===== src/rtl/mips32_run_ctrl.sv =====
// mips32_run_ctrl: reset sequencing, run-length control and write-back trace FIFO for the
// mips32 core. Holds the core in reset for RST_CYCLES cycles after start, runs it until a
// halt instruction or a MAX_CYCLES budget, and captures every register commit into a
// DEPTH-entry trace FIFO drained through trValid/trReady.
// Build option: define MIPS32_TRACE_STALL_EN to stall the core instead of dropping commits
// when the trace FIFO is full.
module mips32_run_ctrl #(
    parameter int unsigned     WIDTH      = 32,
    parameter int unsigned     DEPTH      = 8,
    parameter int unsigned     RST_CYCLES = 4,
    parameter int unsigned     MAX_CYCLES = 1024,
    parameter int unsigned     CNT_W      = 16,
    parameter logic [WIDTH-1:0] HALT_INSTR = 32'h0000000C
) (
    input  logic             clk,
    input  logic             rst,
    input  logic             start,
    output logic             coreRst,
    output logic             coreEn,
    input  logic [WIDTH-1:0] instr,
    input  logic [WIDTH-1:0] pc,
    input  logic             regWrite,
    input  logic [4:0]       writeReg,
    input  logic [WIDTH-1:0] writeData,
    output logic             busy,
    output logic             done,
    output logic             timeout,
    output logic [CNT_W-1:0] cycleCount,
    output logic             trValid,
    input  logic             trReady,
    output logic [WIDTH-1:0] trPc,
    output logic [4:0]       trReg,
    output logic [WIDTH-1:0] trData,
    output logic [CNT_W-1:0] dropCount
);

    localparam int unsigned PtrW = (DEPTH > 1) ? $clog2(DEPTH) : 1;
    localparam int unsigned OccW = PtrW + 1;
    localparam int unsigned RstW = (RST_CYCLES > 1) ? $clog2(RST_CYCLES) : 1;

    typedef enum logic [1:0] {
        StIdle,
        StResetCore,
        StRun,
        StDone
    } state_e;

    typedef struct packed {
        logic [WIDTH-1:0] pc;
        logic [4:0]       rd;
        logic [WIDTH-1:0] data;
    } entry_t;

    state_e           state_q, state_d;
    logic [RstW-1:0]  rst_cnt_q, rst_cnt_d;
    logic [CNT_W-1:0] cycle_cnt_q, cycle_cnt_d;
    logic [CNT_W-1:0] drop_cnt_q, drop_cnt_d;
    logic             timeout_q, timeout_d;

    logic [PtrW-1:0]  wr_ptr_q, wr_ptr_d;
    logic [PtrW-1:0]  rd_ptr_q, rd_ptr_d;
    logic [OccW-1:0]  occ_q, occ_d;
    entry_t           mem_q [DEPTH];
    entry_t           mem_d [DEPTH];

    logic is_halt;
    logic commit_req;
    logic fifo_full;
    logic tr_pop;
    logic stall;
    logic run_en;
    logic push_req;
    logic push;
    logic drop;

    // Commit qualification and FIFO handshake decode shared by the FSM and the FIFO.
    always_comb begin
        is_halt    = (instr == HALT_INSTR);
        commit_req = regWrite && !is_halt && (writeReg != 5'd0);
        fifo_full  = (occ_q == OccW'(DEPTH));
        tr_pop     = (occ_q != '0) && trReady;
`ifdef MIPS32_TRACE_STALL_EN
        // Hold the core for a cycle rather than lose a commit that has nowhere to go.
        stall      = (state_q == StRun) && fifo_full && !tr_pop && commit_req;
`else
        stall      = 1'b0;
`endif
        run_en     = (state_q == StRun) && !stall;
        push_req   = run_en && commit_req;
        push       = push_req && (!fifo_full || tr_pop);
        drop       = push_req && fifo_full && !tr_pop;
    end

    // Run sequencing: next state, reset-hold counter, cycle budget, drop counter, timeout flag.
    always_comb begin
        state_d     = state_q;
        rst_cnt_d   = rst_cnt_q;
        cycle_cnt_d = cycle_cnt_q;
        drop_cnt_d  = drop_cnt_q;
        timeout_d   = timeout_q;

        if (drop && (drop_cnt_q != '1)) begin
            drop_cnt_d = drop_cnt_q + CNT_W'(1);
        end

        unique case (state_q)
            StIdle: begin
                cycle_cnt_d = '0;
                drop_cnt_d  = '0;
                timeout_d   = 1'b0;
                if (start) begin
                    state_d   = StResetCore;
                    rst_cnt_d = '0;
                end
            end
            StResetCore: begin
                if (rst_cnt_q == RstW'(RST_CYCLES - 1)) begin
                    state_d = StRun;
                end else begin
                    rst_cnt_d = rst_cnt_q + RstW'(1);
                end
            end
            StRun: begin
                if (run_en) begin
                    cycle_cnt_d = cycle_cnt_q + CNT_W'(1);
                    // Halt takes priority over the budget expiring in the same cycle.
                    if (is_halt) begin
                        state_d = StDone;
                    end else if (cycle_cnt_q == CNT_W'(MAX_CYCLES - 1)) begin
                        state_d   = StDone;
                        timeout_d = 1'b1;
                    end
                end
            end
            StDone: begin
                if (start) begin
                    state_d     = StResetCore;
                    rst_cnt_d   = '0;
                    cycle_cnt_d = '0;
                    drop_cnt_d  = '0;
                    timeout_d   = 1'b0;
                end
            end
            default: state_d = StIdle;
        endcase
    end

    // Trace FIFO pointer, occupancy and storage update.
    always_comb begin
        wr_ptr_d = wr_ptr_q;
        rd_ptr_d = rd_ptr_q;
        occ_d    = occ_q;
        mem_d    = mem_q;
        if (push) begin
            mem_d[wr_ptr_q] = '{pc: pc, rd: writeReg, data: writeData};
            wr_ptr_d        = wr_ptr_q + PtrW'(1);
        end
        if (tr_pop) begin
            rd_ptr_d = rd_ptr_q + PtrW'(1);
        end
        unique case ({push, tr_pop})
            2'b10:   occ_d = occ_q + OccW'(1);
            2'b01:   occ_d = occ_q - OccW'(1);
            default: occ_d = occ_q;
        endcase
    end

    // Control and pointer state with synchronous active-low reset.
    always_ff @(posedge clk) begin
        if (!rst) begin
            state_q     <= StIdle;
            rst_cnt_q   <= '0;
            cycle_cnt_q <= '0;
            drop_cnt_q  <= '0;
            timeout_q   <= 1'b0;
            wr_ptr_q    <= '0;
            rd_ptr_q    <= '0;
            occ_q       <= '0;
        end else begin
            state_q     <= state_d;
            rst_cnt_q   <= rst_cnt_d;
            cycle_cnt_q <= cycle_cnt_d;
            drop_cnt_q  <= drop_cnt_d;
            timeout_q   <= timeout_d;
            wr_ptr_q    <= wr_ptr_d;
            rd_ptr_q    <= rd_ptr_d;
            occ_q       <= occ_d;
        end
    end

    // Trace storage needs no reset: entries are only read while occupancy is non-zero.
    always_ff @(posedge clk) begin
        mem_q <= mem_d;
    end

    assign coreRst    = (state_q == StIdle) || (state_q == StResetCore);
    assign coreEn     = run_en;
    assign busy       = (state_q == StResetCore) || (state_q == StRun);
    assign done       = (state_q == StDone);
    assign timeout    = timeout_q;
    assign cycleCount = cycle_cnt_q;
    assign dropCount  = drop_cnt_q;
    assign trValid    = (occ_q != '0);
    assign trPc       = mem_q[rd_ptr_q].pc;
    assign trReg      = mem_q[rd_ptr_q].rd;
    assign trData     = mem_q[rd_ptr_q].data;

endmodule

===== config.mk =====
export PLATFORM = sky130hd
export DESIGN_NAME = mips32_run_ctrl
export DESIGN_NICKNAME = d
export VERILOG_FILES = /design/src/rtl/mips32_run_ctrl.sv
export SDC_FILE = /design/constraint.sdc
export NUM_CORES = 1
export LEC_CHECK = 0
export BUFFER_PORTS_ARGS = -buffer_cell sky130_fd_sc_hd__buf_2
export CORE_UTILIZATION = 24
export CTS_CLUSTER_DIAMETER = 150
export DETAILED_ROUTE_END_ITERATION = 8
export HOLD_SLACK_MARGIN = 0.15
export PLACE_DENSITY = 0.4
export SLEW_MARGIN = 20
export SYNTH_ARGS = -nofsm -noshare
export SYNTH_HDL_FRONTEND = slang
export SYNTH_SLANG_ARGS = --single-unit
export TNS_END_PERCENT = 10

===== constraint.sdc =====
create_clock -name clk -period 12.7 [get_ports clk]
set_input_delay 0.635 -clock clk [delete_from_list [all_inputs] [get_ports clk]]
set_output_delay 0.635 -clock clk [all_outputs]
set_load 0.005 [all_outputs]

# After elaboration in Yosys (flattened, before gate mapping)
# Index checks and enable logic that the tools add are counted.
[op_classes]
n_addsub = 7
n_lt_le_gt_ge = 3
n_eq_ne = 17
muxes = 24
bitwise_logic = 2
reduce_logical = 26
[ops]
columns = ["operator", "count"]
rows = [
  ["$bwmux 552", 1],
  ["$bmux 69 s3", 1],
  ["$demux 69 s3", 1],
  ["$mux 69", 3],
  ["$mux 16", 3],
  ["$pmux 16 s3", 1],
  ["$add 16x1->16 const B", 2],
  ["$eq 32x4->1 const B", 1],
  ["$pmux 16 s2", 1],
  ["$eq 16x10->1 const B", 1],
  ["$ne 16x16->1 const B", 1],
  ["$mux 2", 6],
  ["$logic_and 1x1->1", 9],
  ["$eq 2x2->1 const B", 4],
  ["$ge 4x4->1 const B", 2],
  ["$ne 2x2->1 const B", 4],
  ["$not 3->4", 2],
  ["$pmux 4 s2", 1],
  ["$add 3x1->3 const B", 2],
  ["$pmux 2 s3", 1],
  ["$reduce_and 3->1", 2],
  ["$reduce_bool 5->1", 1],
  ["$add 4x1->4 const B", 1],
  ["$eq 2x1->1 const B", 2],
  ["other kinds (18)", 26],
]
[word_totals]
regBits = 599
input_bits = 106
output_inout_bits = 107

# Depth between registers and ports, before layout
# Gate-level depths: netlist of run 1.
[logic_depth]
word_depth = 11
mapped_depth = 12

# Worst setup path after synthesis of run 1
# No wires, ideal clock.
[synth_path]
path_type = "input to register"
startpoint = "in instr[2]"
endpoint = "reg mem_q[414] (netlist name) (enable)"
setup_ns = 0.690
arrival_ns = 8.516
setup_slack_ns = 3.493
cell_stages = 6
n_path_buf = 1
path_cell_list = "nor4b_1 nand4_1 or2_2 clkbuf_1 nand3_1 nor4b_1"
[synth_between]
elab_chain_len = 6
[synth_lines]
columns = ["element", "line", "text"]
rows = [
  ["start, declared", "20", "input logic [WIDTH-1:0] instr,"],
  ["$eq 32x4->1", "78", "is_halt = (instr == HALT_INSTR);"],
  ["$logic_not 1->1", "79", "commit_req = regWrite && !is_halt && (writeReg != 5'd0);"],
  ["$logic_and 1x1->1 (2 in series)", "79", ""],
  ["$logic_and 1x1->1", "89", "push_req = run_en && commit_req;"],
  ["$logic_and 1x1->1", "90", "push = push_req && (!fifo_full || tr_pop);"],
  ["end signal, assigned", "193", "mem_q <= mem_d;"],
  ["end, declared", "63", "entry_t mem_q [DEPTH];"],
]
# Every way passes these cells.
# A chain may end at the register's enable or synchronous reset.

# Worst setup path after layout of run 1
[layout_path]
startpoint = "reg rd_ptr_q[0]"
endpoint = "out trPc[20]"
[layout_between]
elab_chain_len = 4
[layout_lines]
columns = ["element", "line", "text"]
rows = [
  ["start, declared", "61", "logic [PtrW-1:0] rd_ptr_q, rd_ptr_d;"],
  ["start signal, assigned", "186", "rd_ptr_q <= rd_ptr_d;"],
  ["$not 3->4 (not written as such)", "204", "assign trPc = mem_q[rd_ptr_q].pc;"],
  ["$bmux 69 s3", "204", ""],
  ["$mux 69 (2 in series)", "--", ""],
  ["end, declared", "31", "output logic [WIDTH-1:0] trPc,"],
]
# Every way passes these cells. The select of a mux whose other input is x is not followed.

==> key figures, run 1 <==
Outcome
  • Outcome: finished, final reports clean

Timing
  • TNS Setup: 0 ps
  • Max_slew headroom: between 30% and 40%
  • Max-slew violation count: 0
  • Worst Clk Skew: around 27 ps
  • Worst-margin pin slew: just under 1000 ps
  • Fmax: between 200 and 250 MHz
  • Unrepaired setup endpoints after global routing: no
  • # setup viols final: 0
  • Minimum clock period: between 4000 and 5000 ps
  • Hold Fails Final Rpt: 0
  • Final period util: 35.9%

Floorplan
  • CORE AREA: approximately 95000 µm²
  • Die H: between 300 and 400 µm
  • Starting density of the core: about 24%
  • Total die area: between 90000 and 100000 µm²
  • I/O pin count: ~210
  • Site Rows: 113
  • Chip Width: between 300 and 400 µm

Pwr
  • Leak: between 8 and 9 nW
  • Overall Power: about 5 mW
  • Clock share of power: 41.6%
  • Reg power frac: between 40% and 50%
  • Comb pwr share: about an eighth
  • Switching Power: about 1.2 mW
  • Internal power: around 3.7 mW
  • Pwr dens: roughly 170 nW/µm²
  • Worst vdd rail ir drop: roughly 0.08 mV
  • Switching part of the total: between 20% and 30%

GRT
  • Initial antenna violation count: 15
  • Global Route Usage Sum: about 11%
  • Gr ovfl total: 0
  • Vias in the first global route: 12500
  • First-pass GRT wire length: ~83000 µm
  • Largest net degree at the start of global routing: 59

Clocking
  • TritonCTS clock tree: built
  • Clk Latency, worst-skew pair: ~600 ps
  • Post-CTS Repair Setup Buffers: 0
  • # H-tree levels: 3
  • Clk sink count: about 600
  • Clk root buf: clkbuf_16
  • Post-CTS Hold Buffers: 0
  • CTS resizes: 0
  • CTS Buffer Depth: 3
  • TritonCTS Buffers: roughly 70
  • Reg clk slew, reported paths: approximately 60 ps

Synthesis
  • Synth warnings: 0
  • Most frequent cells after synthesis: 552 x edfxtp_1, 138 x mux4_2, 69 x mux2_2
  • Largest area contributor in the netlist: edfxtp_1
  • Syn_area_per_cell: between 20 and 25 µm²
  • Post-synthesis sequential area ratio: between 70% and 80%
  • Seq cells post-synth: 599
  • Synth cell types: 44
  • Ys async rst share: 0%
  • Most common cell in the netlist: edfxtp_1
  • Yosys top cell area share: 71.4%
  • Mapped cell area: between 20000 and 25000 µm²
  • EDFF count, synth: between 500 and 600
  • Mapped Cells: approximately 1100
  • Synth top area cells: edfxtp_1 71%, mux4_2 13%, dfxtp_1 4.1%
  • Ys flop type: edfxtp_1
  • Syn_nets: 1234

Place
  • Placed cell count: roughly 2600
  • GPL Wtd Cong: just under 0.7
  • Dpl hpwl: 31700 µm
  • Input/output buffers: 212

Detailed routing
  • Via count: 11500
  • Per-cell routed wire length: about 21 µm
  • Drt first pass iters: 4
  • Drt first-iter violations: 641
  • Final wirelength: roughly 56000 µm
  • Via/cell ratio: roughly 4.3
  • Routed Antenna Nets: 0
  • # DRC: 0

Worst setup path
  • CP Data Required Time: between 10000 and 15000 ps
  • Critical-path maximum fanout: 42
  • Arr. time, crit path: between 3000 and 4000 ps
  • Crit path kind: register to output pin
  • CP Capture Type: output pin
  • Nature of the critical path startpoint: register

Layout
  • Proportion of layout cells with a drive suffix above 1: about two fifths
  • Fillers: between 9000 and 10000
  • FF+latch area: between 15000 and 20000 µm²
  • Finished Layout Cells: between 2000 and 3000
  • Final #Nets: 1494
  • Layout area overhead: 21.6%
  • Multi-input gate area: 5530 µm²

Hold path
  • HP Class: input port to register

Job
  • Max cap viols: 0
==> state kept, by name, indices dropped and copies added, names as in the netlist <==
| name | count |
|---|---|
| cycleCount | 16 |
| dropCount | 16 |
| mem_q | 552 |
| occ_q | 4 |
| rd_ptr_q | 3 |
| rst_cnt_q | 2 |
| state_q | 2 |
| timeout | 1 |
| wr_ptr_q | 3 |
==> worst max-delay path: stages (launching register included) <==
cell     delay [ps]
dfxtp_4         720
buf_4           650
buf_4           810
mux4_2          610
mux2_2          290
buf_2           130
==> layout by cell type (no fill, tap or decap), drive strengths merged, types with 13 or more instances in the layout <==
cell	instances
nor4	13
edfxtp	552
nand3	13
nand2	32
mux2	69
a21oi	17
mux4	138
xor2	15
buf	236
nand4	14
clkbuf	85
nor2	36
ha	13
dfxtp	47
clkinv	32
==> metal layers <==
layer  vias to the layer above  GRT usage (%)  wire length, µm
met4                        10           3.00              989
met1                      6033           14.8            24900
met3                        92           3.22             3410
met2                       255           18.8            26800
met5                         -              0               57
li1                       5143              -                -
==> power by group through the flow <==
stage | clock network (mW) | registers (mW) | logic (mW)
global placement | 0 | 2.27 | 0.639
finish | 2.03 | 2.23 | 0.617
detailed placement | 0 | 2.27 | 0.641
CTS | 2.09 | 2.23 | 0.644
global route | 2.16 | 2.24 | 0.685
floorplan | 0 | 2.26 | 0.422
==> final timing paths <==
| check | startpoint | cells after the start | slack, ps | to |
|---|---|---|---|---|
| setup / recovery | rd_ptr_q[0] | 5 | 8140 | trPc[20] |
| hold / removal | writeData[9] | 1 | 280 | mem_q[354] |
| setup reg to reg | state_q[0] | 9 | 8930 | mem_q[267] |
| hold reg to reg | rst_cnt_q[1] | 2 | 490 | rst_cnt_q[1] |
==> cell families (layout without fill, tap and decap cells) <==
logic type	after synthesis	count (layout)	share of synthesized area [%]
AO/OA/AOI/OAI	41	41	1.05
XOR/XNOR	20	20	0.754
adder cells (fa/ha/maj)	14	14	0.786
buffers and inverters	59	377	1.02
flip-flops	599	599	75.4
multiplexers	218	218	17.2
other	0	3	0
AND/OR/NAND/NOR	163	163	3.78
==> layout make-up <==
class                           count  area share (%)
Sequential cell                   599            62.0
Clock inverter                     47            1.65
Clock buffer                       85            6.62
Inverter                            9           0.120
Tap cell                         1265            5.60
Antenna cell                        3          0.0266
Multi-Input combinational cell    456            19.6
Timing Repair Buffer              236            4.39
==> metrics by stage <==
step                      instance area (µm²)  util (%)  worst slack, ps  hold WS [ps]
after global placement                  25900      27.1             8610           457
final                                   28300      29.6             8140           283
after detailed placement                25900      27.2             8600           484
after floorplan                         23200         -             3490           448
after CTS                               28200      29.6             7920           233
after global routing                    28200      29.6             7750           263
Note: power is estimated with default switching activity, not from simulation.
==> inputs of run 2 (changes only) <==
--- a/config.mk
+++ b/config.mk
@@ -5,6 +5,7 @@
 export SDC_FILE = /design/constraint.sdc
 export NUM_CORES = 1
 export LEC_CHECK = 0
+export ABC_AREA = 1
 export BUFFER_PORTS_ARGS = -buffer_cell sky130_fd_sc_hd__buf_2
 export CORE_UTILIZATION = 24
 export CTS_CLUSTER_DIAMETER = 150
==> constraint.sdc (replaced) <==
create_clock -name clk -period 4.4 [get_ports clk]
set_input_delay 0.22 -clock clk [delete_from_list [all_inputs] [get_ports clk]]
set_output_delay 0.22 -clock clk [all_outputs]
set_load 0.005 [all_outputs]
==> key figures, run 2 <==
Outcome
  • Outcome: finished, final reports clean (unchanged)

Timing
  • Final period util: 83.8%
  • Minimum clock period: about 3700 ps
  • Max-slew violation count: 0 (unchanged)
  • Worst-margin pin slew: 869 ps (was 970 ps)
  • # setup viols final: 0 (unchanged)
  • Hold WS: 248 ps (was 283 ps)
  • Worst Clk Skew: 19.4 ps (was 26.6 ps)
  • Unrepaired setup endpoints after global routing: no (unchanged)
  • Fmax: approximately 270 MHz
  • Hold Fails Final Rpt: 0 (unchanged)
  • Worst setup margin: 714 ps (was 8140 ps)
  • TNS Setup: 0 ps (unchanged)
  • Max_slew headroom: 42.1% (was 35.4%)

Job
  • Max cap viols: 0 (unchanged)

Pwr
  • Overall Power: 16.9 mW (was 4.87 mW)
  • Leak: 10.1 nW (was 8.91 nW)
  • Pwr dens: 570 nW/µm² (was 172 nW/µm²)
  • Worst vdd rail ir drop: 0.317 mV (was 0.0794 mV)

Clocking
  • TritonCTS Buffers: 70 (was 72)
  • CTS Buffer Depth: 3 (unchanged)
  • Clk root buf: clkbuf_16 (unchanged)
  • # H-tree levels: 3 (unchanged)
  • TritonCTS clock tree: built (unchanged)
  • Reg clk slew, reported paths: 60 ps (about the same)
  • Clk Latency, worst-skew pair: 620 ps (was 610 ps)
  • CTS resizes: 0 (unchanged)
  • Clk sink count: 599 (unchanged)

Detailed routing
  • Drt first pass iters: 5 (was 4)
  • Per-cell routed wire length: 18.5 µm (was 20.8 µm)
  • Via count: 15900 (was 11500)
  • Routed Antenna Nets: 0 (unchanged)
  • Drt first-iter violations: 914 (was 641)
  • Via/cell ratio: 4.42 (was 4.27)
  • Final wirelength: 66500 µm (was 56200 µm)
  • # DRC: 0 (unchanged)

Synthesis
  • Synth warnings: 0 (unchanged)
  • Synth top area cells: edfxtp_1 69%, nor2_1 8.6%, dfxtp_1 3.9% (was edfxtp_1 71%, mux4_2 13%, dfxtp_1 4.1%)
  • Mapped Cells: 1972 (was 1114)
  • Seq cells post-synth: 599 (unchanged)
  • Most common cell in the netlist: edfxtp_1 (unchanged)
  • Ys flop type: edfxtp_1 (unchanged)
  • Syn_area_per_cell: 12.1 µm² (was 20.9 µm²)
  • Post-synthesis sequential area ratio: 73.2% (was 75.4%)
  • Most frequent cells after synthesis: 552 x edfxtp_1, 546 x nor2_1, 179 x o21ai_0 (was 552 x edfxtp_1, 138 x mux4_2, 69 x mux2_2)
  • Yosys top cell area share: 69.2% (was 71.4%)
  • XOR/XNOR Fraction of Synth Area: 0.512% (was 0.754%)
  • Main combinational cell family by area after synthesis: simple AND/OR/NAND/NOR gates (was multiplexers)
  • Mapped cell area: 23900 µm² (was 23200 µm²)
  • Mux cell area share after synthesis: 0% (was 17.2%)
  • Syn_nets: 2092 (was 1234)
  • Post-Synth Adder-Cell Area: 0.763% (was 0.786%)
  • EDFF count, synth: 552 (unchanged)
  • Compound-Gate Fraction of Synth Area: 11.0% (was 1.05%)
  • Post-Synth Simple-Gate Area: 11.5% (was 3.78%)
  • Largest area contributor in the netlist: edfxtp_1 (unchanged)
  • Ys async rst share: 0% (unchanged)
  • Synth cell types: 39 (was 44)

Place
  • Placed cell count: 3390 (was 2565)
  • Input/output buffers: 212 (unchanged)
  • Pre-CTS WS: 1460 ps (was 8600 ps)
  • Dpl hpwl: 36700 µm (was 31700 µm)
  • GPL Wtd Cong: 0.768 (was 0.694)
  • Dpl cell area: 26600 µm² (was 25900 µm²)

Layout
  • Proportion of layout cells with a drive suffix above 1: 16.5% (was 40.2%)
  • Commonest non-fill, non-tap cells in the layout: 552 x edfxtp_1, 542 x nor2_1, 212 x buf_2 (was 552 x edfxtp_1, 212 x buf_2, 138 x mux4_2)
  • Util after Layout: 30.0% (was 29.6%)
  • Max reg flops: 552 (unchanged)
  • Fillers: 9915 (was 9386)
  • Reg with most FFs: mem_q (unchanged)
  • Layout area overhead: 23.7% (was 21.6%)
  • Final #Nets: 2373 (was 1494)
  • Finished Layout Cells: 3595 (was 2700)
  • Commonest non-fill, non-tap cell in the layout: edfxtp_1 (unchanged)
  • Post-route design area: 29600 µm² (was 28300 µm²)

Floorplan
  • Total die area: 101000 µm² (was 98000 µm²)
  • Starting density of the core: 24.3% (about the same)
  • Site Rows: 115 (was 113)
  • Chip Width: 318 µm (was 313 µm)
  • Die H: 318 µm (was 313 µm)
  • CORE AREA: 98600 µm² (was 95400 µm²)
  • I/O pin count: 213 (unchanged)

GRT
  • Vias in the first global route: 15900 (was 12500)
  • Gr ovfl total: 0 (unchanged)
  • First-pass GRT wire length: 101000 µm (was 82900 µm)
  • Largest net degree at the start of global routing: 109 (was 59)
  • Initial antenna violation count: 4 (was 15)
  • Global Route Usage Sum: 13.0% (was 11.5%)

Worst setup path
  • CP Data Required Time: 4900 ps (was 12060 ps)
  • CP Capture Type: register (was output pin)
  • Nature of the critical path startpoint: input port (was register)
  • Crit path kind: input port to register (was register to output pin)
  • Critical-path maximum fanout: 8 (was 42)
  • Arr. time, crit path: 4180 ps (was 3920 ps)

Hold path
  • HP Class: input port to register (unchanged)
-- run 2: changes by cell type after synthesis, sizes merged, moves of 69 or more --
cell,change
mux4,-138
mux2,-69
o22ai,+69
nor2,+515
a31oi,+69
o21ai,+280
-- run 2: layout make-up --
class,count,area [µm²],area share (%)
sequential,599,17500,59.2
multi-input combinational,1198,5740,19.4
timing repair buffer,322,2240,7.58
clock buffer,89,1880,6.34
tap,1287,1610,5.44
clock inverter,37,357,1.20
inverter,62,245,0.828
antenna,1,2.50,0.00845
-- run 2: worst paths after layout --
path / cells after the start / start / slack [ps] / to
worst min register to register: 1 / rst_cnt_q[0] / 460 / rst_cnt_q[0]
worst min-delay path: 6 / regWrite / 250 / dropCount[1]
worst max-delay path: 21 / instr[0] / 710 / occ_q[3]
worst max register to register: 7 / state_q[0] / 1650 / mem_q[272]
-- run 2: kinds of logic after synthesis --
kind of cell,Yosys count
xor gates and xnor gates,14
and+or+nand+nor,691
DFF,599
buffers and inverters,175
AOI/OAI and AO/OA,479
adders and majority gates,14
-- run 2: timing repair --
action	in CTS	in global routing
endpoints found under the hold margin	572	0
hold buffers	78	0
endpoints found under the setup margin	0	0
setup buffers	0	0
-- run 2: layer usage --
layer  up-vias  part of all wire, %  track usage [%]
met5         -                0.068                0
met4         6                  2.0             4.17
met3        87                  4.0             2.48
met2       235                   48             21.5
met1      7899                   46             17.0
li1       7668                    -                -
-- run 2: power breakdown --
part	switching (mW)	total [mW]	internal [mW]
registers	0.170	6.54	6.37
clock network	2.33	5.66	3.33
logic	3.10	4.68	1.58
total	5.60	16.9	11.3
-- run 2: critical path, cell delays in order --
cell	delay, ps
dlygate4sd3_1	540
buf_2	120
nor2_1	60
dlygate4sd3_1	550
nand2_1	50
dlygate4sd3_1	550
nor2_1	110
nand2_1	80
inv_1	50
nand2_1	50
nand3_1	140
inv_1	110
nand2_1	270
ha_1	320
ha_1	300
a21oi_1	140
nand2_1	70
a21oi_1	110
o21ai_0	110
o21ai_0	170
a21oi_1	50
==> inputs of run 3 (changes only) <==
--- a/config.mk
+++ b/config.mk
@@ -5,13 +5,13 @@
 export SDC_FILE = /design/constraint.sdc
 export NUM_CORES = 1
 export LEC_CHECK = 0
-export ABC_AREA = 1
+export ABC_AREA = 0
 export BUFFER_PORTS_ARGS = -buffer_cell sky130_fd_sc_hd__buf_2
 export CORE_UTILIZATION = 24
 export CTS_CLUSTER_DIAMETER = 150
 export DETAILED_ROUTE_END_ITERATION = 8
 export HOLD_SLACK_MARGIN = 0.15
-export PLACE_DENSITY = 0.4
+export PLACE_DENSITY = 0.41
 export SLEW_MARGIN = 20
 export SYNTH_ARGS = -nofsm -noshare
 export SYNTH_HDL_FRONTEND = slang
==> constraint.sdc (replaced) <==
create_clock -name clk -period 3 [get_ports clk]
set_input_delay 0.15 -clock clk [delete_from_list [all_inputs] [get_ports clk]]
set_output_delay 0.15 -clock clk [all_outputs]
set_load 0.005 [all_outputs]
==> key figures, run 3 (synthesized netlist as in run 1, its figures left out) <==
Outcome
  • Outcome: finished, final reports clean (unchanged)

Place
  • GPL Wtd Cong: 0.731 (was 0.768)
  • Input/output buffers: 212 (unchanged)
  • Dpl hpwl: 32900 µm (was 36700 µm)
  • Pre-CTS WS: 226 ps (was 1460 ps)

Clocking
  • Reg clk slew, reported paths: 60 ps (about the same)
  • CTS Buffer Depth: 3 (unchanged)
  • Clk Latency, worst-skew pair: 610 ps (was 620 ps)
  • # H-tree levels: 3 (unchanged)
  • Post-CTS Hold Buffers: 75 (was 78)
  • CTS resizes: 0 (unchanged)
  • TritonCTS clock tree: built (unchanged)
  • Post-CTS Repair Setup Buffers: 0 (unchanged)
  • Clk sink count: 599 (unchanged)
  • TritonCTS Buffers: 72 (was 70)
  • Clk root buf: clkbuf_16 (unchanged)

Floorplan
  • Total die area: 98000 µm² (was 101000 µm²)
  • Starting density of the core: 24.3% (about the same)
  • I/O pin count: 213 (unchanged)
  • Site Rows: 113 (was 115)
  • Chip Width: 313 µm (was 318 µm)
  • Die H: 313 µm (was 318 µm)
  • CORE AREA: 95400 µm² (was 98600 µm²)

Layout
  • Commonest non-fill, non-tap cell in the layout: edfxtp_1 (unchanged)
  • Layout area overhead: 26.9% (was 23.7%)
  • Max reg flops: 552 (unchanged)
  • Final #Nets: 1587 (was 2373)
  • Commonest non-fill, non-tap cells in the layout: 552 x edfxtp_1, 212 x buf_2, 138 x mux4_2 (was 552 x edfxtp_1, 542 x nor2_1, 212 x buf_2)
  • Reg with most FFs: mem_q (unchanged)
  • Number of diodes: 0 (was 1)
  • Proportion of layout cells with a drive suffix above 1: 38.8% (was 16.5%)
  • Util after Layout: 30.9% (was 30.0%)

Detailed routing
  • Final wirelength: 56900 µm (was 66500 µm)
  • # DRC: 0 (unchanged)
  • Highest Signal Layer: met5 (unchanged)
  • Via/cell ratio: 4.30 (was 4.42)
  • Wl on met1: 25700 µm (was 30600 µm)
  • Per-cell routed wire length: 20.4 µm (was 18.5 µm)
  • Drt first-iter violations: 678 (was 914)
  • WL met2: 27000 µm (was 31800 µm)
  • Via count: 12000 (was 15900)
  • Routed Antenna Nets: 0 (unchanged)
  • Drt first pass iters: 4 (was 5)
  • Met3 WL: 2770 µm (was 2690 µm)

Timing
  • Final period util: approximately 92%
  • Fmax: about 360 MHz
  • Max-slew violation count: 0 (unchanged)
  • Worst Clk Skew: 21.1 ps (was 19.4 ps)
  • Minimum clock period: 2760 ps
  • Hold WS: 200 ps (was 248 ps)
  • Worst setup margin: 242 ps (was 714 ps)
  • Worst-margin pin slew: 718 ps (was 869 ps)
  • # setup viols final: 0 (unchanged)
  • Unrepaired setup endpoints after global routing: no (unchanged)
  • TNS Setup: 0 ps (unchanged)
  • Max_slew headroom: 51.7% (was 42.1%)
  • Hold Fails Final Rpt: 0 (unchanged)

Worst setup path
  • Crit path kind: register to register (was input port to register)
  • CP Capture Type: register (unchanged)
  • Worst path slowest cell: or3b_2 (was dlygate4sd3_1)
  • Critical-path maximum fanout: 5 (was 8)
  • Nature of the critical path startpoint: register (was input port)
  • Crit path largest cell delay: 510 ps (was 550 ps)
  • Arr. time, crit path: 3290 ps (was 4180 ps)
  • Critical path, cell by cell: or3_4 -> or3b_2 -> nand3_4 -> ha_1 -> ha_1 -> a21o_1 -> a21oi_1 -> xnor2_1 -> or3_1 -> a21oi_1 (was dlygate4sd3_1 -> buf_2 -> nor2_1 -> dlygate4sd3_1 -> nand2_1 -> dlygate4sd3_1 -> nor2_1 -> nand2_1 -> inv_1 -> nand2_1 -> nand3_1 -> inv_1 -> nand2_1 -> ha_1 -> ha_1 -> a21oi_1 -> nand2_1 -> a21oi_1 -> o21ai_0 -> o21ai_0 -> a21oi_1)
  • Delay-heaviest family, CP: simple AND/OR/NAND/NOR gates (was buffers and inverters)
  • Critical path buffers and inverters: 0 (was 6)
  • CP Data Required Time: 3530 ps (was 4900 ps)

Pwr
  • Overall Power: 20.8 mW (was 16.9 mW)
  • Leak: 9.39 nW (was 10.1 nW)
  • Worst vdd rail ir drop: 0.336 mV (was 0.317 mV)
  • Pwr dens: 707 nW/µm² (was 570 nW/µm²)

Job
  • Max cap viols: 0 (unchanged)

GRT
  • Vias in the first global route: 13000 (was 15900)
  • Initial antenna violation count: 4 (unchanged)
  • Global Route Usage Sum: 11.7% (was 13.0%)
  • Gr ovfl total: 0 (unchanged)
  • Largest net degree at the start of global routing: 70 (was 109)
  • First-pass GRT wire length: 85400 µm (was 101000 µm)

Hold path
  • HP Class: input port to register (unchanged)
[run 3: changes by cell type in the layout (fill, tap and decap cells not counted), sizes merged, moves of 10 or more]
cell and change:
o22ai -69, mux2 +69, mux4 +138, o21ai -280, nor4 +13, a31oi -69, a21oi -26, inv -55
mux2i +11, nand2 -49, buf +10, nor2 -515, nand3 -20
[run 3: per-layer routing]
layer	global-route usage, %	vias up
li1	-	5324
met1	15.5	6286
met3	2.69	101
met4	3.55	8
met2	19.0	272
met5	0	-
[run 3: area by class of cell]
class	count	area [µm²]
flip-flops and latches	599	17500
inverters	9	33.8
clock inverters	37	374
multi-input cells	456	5610
fillers	9352	66000
clock buffers	91	1940
repair buffers	329	2410
well taps	1265	1580
[run 3: worst reg2reg max path, stage by stage (launching register included)]
cell and delay (ps):
dfxtp_1 350, or3_4 420, or3b_2 510, nand3_4 110
ha_1 190, ha_1 250, a21o_1 180, a21oi_1 170
xnor2_1 90, or3_1 300, a21oi_1 130
[run 3: worst paths after layout]
| kind | startpoint | endpoint | slack [ps] | depth (start not counted) |
|---|---|---|---|---|
| hold / removal | instr[30] | wr_ptr_q[0] | 200 | 6 |
| hold reg to reg | timeout | timeout | 500 | 2 |
| setup reg to reg | occ_q[0] | occ_q[3] | 240 | 10 |
| setup / recovery | occ_q[0] | occ_q[3] | 240 | 10 |
[run 3: where the power goes]
part / total, mW / internal, mW / switching (mW)
Combinational: 2.95 / 1.54 / 1.40
Sequential: 9.41 / 9.30 / 0.108
Clock: 8.47 / 5.03 / 3.44
Total: 20.8 / 15.9 / 4.95
[run 3: metrics by stage]
stage          std cells  instance area (µm²)
6_report            2786                29500
5_1_grt             2786                29500
4_1_cts             2786                29500
3_5_place_dp        2583                26400
3_3_place_gp        2583                26400
2_1_floorplan       1114                23400
